**config.mk**
```make
export PLATFORM = sky130hd
export DESIGN_NAME = jk_updown_counter
export DESIGN_NICKNAME = d
export VERILOG_FILES = /design/src/rtl/jk_pkg.sv /design/src/rtl/jk_cell.sv /design/src/rtl/jk_updown_counter.sv
export SDC_FILE = /design/constraint.sdc
export NUM_CORES = 1
export LEC_CHECK = 0
export ABC_CLOCK_PERIOD_IN_PS = 1950
export CAP_MARGIN = 20
export CORE_AREA = 5 5 42 44
export CTS_CLUSTER_SIZE = 25
export DETAILED_ROUTE_END_ITERATION = 8
export DIE_AREA = 0 0 47 49
export SETUP_SLACK_MARGIN = 0.2
export SLEW_MARGIN = 0
export SYNTH_ARGS = -nofsm -noshare
export SYNTH_HDL_FRONTEND = slang
export SYNTH_SLANG_ARGS = --single-unit
```
**constraint.sdc**
```tcl
create_clock -name clk -period 1.95 [get_ports clk]
set_clock_uncertainty 0.2 [all_clocks]
set_input_delay 0.585 -clock clk [delete_from_list [all_inputs] [get_ports clk]]
set_output_delay 0.585 -clock clk [all_outputs]
set_load 0.1 [all_outputs]
```
**src/rtl/jk_pkg.sv**
```systemverilog
// ---------------------------------------------------------------------------
// jk_pkg
// Shared definitions for the JK-cell based counter slice.
//   jk_cmd_e     : the four JK storage commands, encoded as {j,k}.
//   JK_MAX_WIDTH : widest counter the excitation logic is meant for.
// ---------------------------------------------------------------------------
package jk_pkg;

  typedef enum logic [1:0] {
    JK_HOLD = 2'b00,
    JK_CLR  = 2'b01,
    JK_SET  = 2'b10,
    JK_TGL  = 2'b11
  } jk_cmd_e;

  localparam int JK_MAX_WIDTH = 16;

endpackage : jk_pkg

```
**src/rtl/jk_cell.sv**
```systemverilog
// ---------------------------------------------------------------------------
// jk_cell
// One JK storage bit.
// Ports:
//   clk     in  rising-edge clock
//   reset_n in  asynchronous active-low reset, q forced to 0
//   j, k    in  command: 00 hold, 01 clear, 10 set, 11 toggle
//   q       out stored bit
//   q_b     out inverted stored bit
// ---------------------------------------------------------------------------
module jk_cell
  import jk_pkg::*;
(
  input  logic clk,
  input  logic reset_n,
  input  logic j,
  input  logic k,
  output logic q,
  output logic q_b
);

  logic r_q;

  always_ff @(posedge clk or negedge reset_n) begin
    if (!reset_n) begin
      r_q <= 1'b0;
    end else begin
      case (jk_cmd_e'({j, k}))
        JK_HOLD: r_q <= r_q;
        JK_CLR:  r_q <= 1'b0;
        JK_SET:  r_q <= 1'b1;
        JK_TGL:  r_q <= ~r_q;
        default: r_q <= r_q;
      endcase
    end
  end

  assign q   = r_q;
  assign q_b = ~r_q;

endmodule : jk_cell

```
**src/rtl/jk_updown_counter.sv**
```systemverilog
// ---------------------------------------------------------------------------
// jk_updown_counter
// WIDTH-bit synchronous up/down counter whose state lives in WIDTH jk_cell
// instances. This level only turns clr/load/en/up into per-bit {j,k} pairs
// and derives the terminal-count / cascade outputs.
//
// Parameters:
//   WIDTH    counter width, 2..JK_MAX_WIDTH
// Ports:
//   clk      in   rising-edge clock
//   reset_n  in   asynchronous active-low reset, count forced to 0
//   clr      in   synchronous clear (highest priority)
//   load     in   synchronous parallel load of load_val
//   load_val in   value loaded when load=1
//   en       in   count enable
//   up       in   1 = increment, 0 = decrement
//   count    out  counter state, straight from the cell outputs
//   tc       out  terminal count (all-ones going up, zero going down)
//   co       out  cascade enable = tc & en
//
// Build option: JK_COUNTER_SATURATE_EN
//   defined   : counting stops at the terminal value instead of wrapping
//   undefined : modulo 2^WIDTH wrap
// ---------------------------------------------------------------------------
module jk_updown_counter
  import jk_pkg::*;
#(
  parameter int WIDTH = 4
) (
  input  logic             clk,
  input  logic             reset_n,
  input  logic             clr,
  input  logic             load,
  input  logic [WIDTH-1:0] load_val,
  input  logic             en,
  input  logic             up,
  output logic [WIDTH-1:0] count,
  output logic             tc,
  output logic             co
);

  logic [WIDTH-1:0] w_count;
  logic [WIDTH-1:0] w_q_b;
  logic [WIDTH-1:0] w_t;
  logic [WIDTH-1:0] w_j;
  logic [WIDTH-1:0] w_k;
  logic             w_tc;
  logic             w_up_run;
  logic             w_dn_run;

  // Terminal count uses the cells' inverted outputs for the all-zero test.
  assign w_tc = up ? (&w_count) : (&w_q_b);

  // Toggle enables: bit i flips when every lower bit is 1 (up) or 0 (down).
  // The running AND is built one bit at a time so each stage reuses the last.
  always_comb begin
    w_t      = '0;
    w_t[0]   = 1'b1;
    w_up_run = 1'b1;
    w_dn_run = 1'b1;
    for (int i = 1; i < WIDTH; i++) begin
      w_up_run = w_up_run & w_count[i-1];
      w_dn_run = w_dn_run & w_q_b[i-1];
      w_t[i]   = up ? w_up_run : w_dn_run;
    end
`ifdef JK_COUNTER_SATURATE_EN
    // At the limit in the current direction, suppress every toggle.
    if (w_tc) begin
      w_t = '0;
    end
`endif
  end

  // Command priority: clr > load > en > hold.
  always_comb begin
    w_j = '0;
    w_k = '0;
    if (clr) begin
      w_k = '1;
    end else if (load) begin
      w_j = load_val;
      w_k = ~load_val;
    end else if (en) begin
      w_j = w_t;
      w_k = w_t;
    end
  end

  for (genvar g = 0; g < WIDTH; g++) begin : g_cell
    jk_cell u_cell (
      .clk     (clk),
      .reset_n (reset_n),
      .j       (w_j[g]),
      .k       (w_k[g]),
      .q       (w_count[g]),
      .q_b     (w_q_b[g])
    );
  end

  assign count = w_count;
  assign tc    = w_tc;
  assign co    = w_tc & en;

endmodule : jk_updown_counter
```
==> flow_metrics.tcl, run 1 <==
set metrics [dict create \
    synth.area.top_cells "dfrtp_1 29%, buf_4 8.8%, mux2i_4 6.6%" \
    cts-root-buf "clkbuf_4" \
    nNetsFinal 77 \
    ys_types 23 \
    start_kind "flop" \
    placed_cell_area_sq_um 643 \
    synth_cells 38 \
    worst_pin_slew_ns 0.283 \
    netlist_area_sq_um 343 \
    power.leakage_nw 0.301 \
    yosys.area.top_type_share 0.292 \
    status "finished with violations" \
    cp.required_ns 1.16 \
    holdWs_ns 0.357 \
    async_reset_ff_frac 1.00 \
    layout-drive-gt1-share 0.431 \
    hold_viol 0 \
    dieWidth_microns 47 \
    rows 14 \
    drtIter0Drc 2 \
    crit_fanout 2 \
    synth_warnings 0 \
    endpoint_kind "output port" \
    worst_slack_ns -0.490 \
    stdcell_count 81 \
    clock-sinks 4 \
    start_util 0.245 \
    dp_hpwl_microns 834 \
    portBuffers 15 \
    htreeDepth 1 \
    largest_reg_flops 4 \
    irDropWorstVdd_v 0.000279 \
    fp.coreArea_sq_mm 0.00140 \
    wl_microns 927 \
    synth.avg_cell_area_sq_um 9.02 \
    clock_latency_ns 0.23 \
    antenna_left 0 \
    cts_setup_buffers 0 \
    setup_viol 2 \
    grt_pass1_vias 379 \
    grt_overflow 0 \
    hold_buffers 0 \
    fin_util 0.476 \
    drv_cap 0 \
    synth.largest_area_cell "dfrtp_1" \
    numCtsBuffers 3 \
    vias 386 \
    arrival_ns 1.65 \
    clk_transition_reported_paths_ns 0.03 \
    syn2layout_area_growth_pct 94.5 \
    dieArea_sq_mm 0.00230 \
    syn_nets 48 \
    mostFrequentLayoutCell "buf_4" \
    synth_ff_type "dfrtp_1" \
    grt_pass1_wl_mm 1.48 \
    finalCritPeriodShare 1.25 \
    viasPerCell 4.77 \
    period_needed_ns 2.44 \
    worstSetupPathType "flop to output port" \
    final_cell_mix "12 x buf_4, 6 x buf_12, 5 x clkdlybuf4s50_1, 4 x nand2_1, 4 x dfrtp_1" \
    rsz0062_at_grt "yes" \
    io_pins 16 \
    fin_tns_setup_ns -0.947 \
    max_freq_mhz 410 \
    wl_per_cell_microns 11.4 \
    drv_slew 0 \
    yosysSeqAreaShare 0.292 \
    grt_use_total 0.0906 \
    final_area_sq_um 667 \
    place_congestion 0.727 \
    cts-root-to-sink-buffers 2 \
    diodes 0 \
    drc 0 \
    powerDensity_mw_per_mm2 624 \
    min_path_type "input port to async pin" \
    antenna_found_initial 0 \
    grt_max_degree 7 \
    first_pass_iters 3 \
    place_inst 78 \
    relSlewSlack 0.811 \
    synth_edf_count 0 \
    die_h_microns 49 \
    yosys_register_bits 4 \
    cts_tree "done" \
    violations "setup timing" \
]
## routing by layer
layer | part of all wire | vias to the layer above | global-route usage | wire length [microns]
met4 | 0 | 0 | 0.0553 | 0
met1 | 0.39 | 181 | 0.100 | 362
met2 | 0.54 | 12 | 0.147 | 503
met5 | 0 | - | 0 | 0
li1 | - | 193 | - | -
met3 | 0.066 | 0 | 0.0221 | 61
## final cells by class
type                    count  area (sq um)
flip-flops and latches      4           100
clock buffers               3          22.5
multi-input cells          28           208
fillers                   144           734
repair buffers             28           309
inverters                   2          7.51
well taps                  16          20.0
## worst max-delay path, stage by stage, from the launching register on
cell and delay (ns):
dfrtp_1 0.37, or4_4 0.55, mux2i_4 0.16, and2_4 0.17, buf_12 0.16
## cells in the mapped netlist, types with 2 or more instances
library cell  instances
a21oi_1               2
and2_1                2
buf_4                 4
dfrtp_1               4
inv_1                 2
nand2_1               4
nand4_1               2
nor2_1                3
## power by group
group	switching, mW	leakage (nW)	total, mW	internal (mW)
registers	0.00576	0.0522	0.0962	0.0905
clock network	0.0290	0.0138	0.0975	0.0685
logic	0.125	0.235	0.223	0.0976
total	0.160	0.301	0.416	0.257
## kinds of logic after synthesis
kind of cell	Yosys count	synth area share
xor gates and xnor gates	2	0.0511
and+or+nand+nor	18	0.314
DFF	4	0.292
muxes	1	0.0657
buffers and inverters	6	0.110
AOI/OAI and AO/OA	7	0.168
## per-stage QoR
step | total power, mW | setup WS, ns
after CTS | 0.427 | -0.537
after detailed placement | 0.322 | -0.787
final | 0.416 | -0.490
after global placement | 0.320 | -0.771
after global routing | 0.443 | -0.552
after floorplan | 0.224 | -0.975
## what timing repair did
item | CTS | global route
cloned | 0 | 0
setup endpoints to repair | 6 | 4
pin swaps | 3 | 2
gates resized for setup | 9 | 0
## path summary, 6_finish.rpt
| check | depth (start not counted) | slack, ns | endpoint | startpoint |
|---|---|---|---|---|
| setup / recovery | 4 | -0.49 | co | g_cell[1].u_cell.q |
| hold / removal | 1 | 0.36 | g_cell[3].u_cell.q | reset_n |
| setup reg to reg | 4 | 0.35 | g_cell[3].u_cell.q | g_cell[1].u_cell.q |
| hold reg to reg | 3 | 0.53 | g_cell[1].u_cell.q | g_cell[1].u_cell.q |
| max in group asynchronous | 1 | 1.03 | g_cell[2].u_cell.q | reset_n |
| min in group clk | 3 | 0.53 | g_cell[1].u_cell.q | g_cell[1].u_cell.q |
(Power assumes the default switching activity.)
==> run 2: changes to the inputs <==
ABC_AREA = 0   (was not set)
==> results of run 2 <==
Final layout, timing and power as in run 1 (identical DEF).
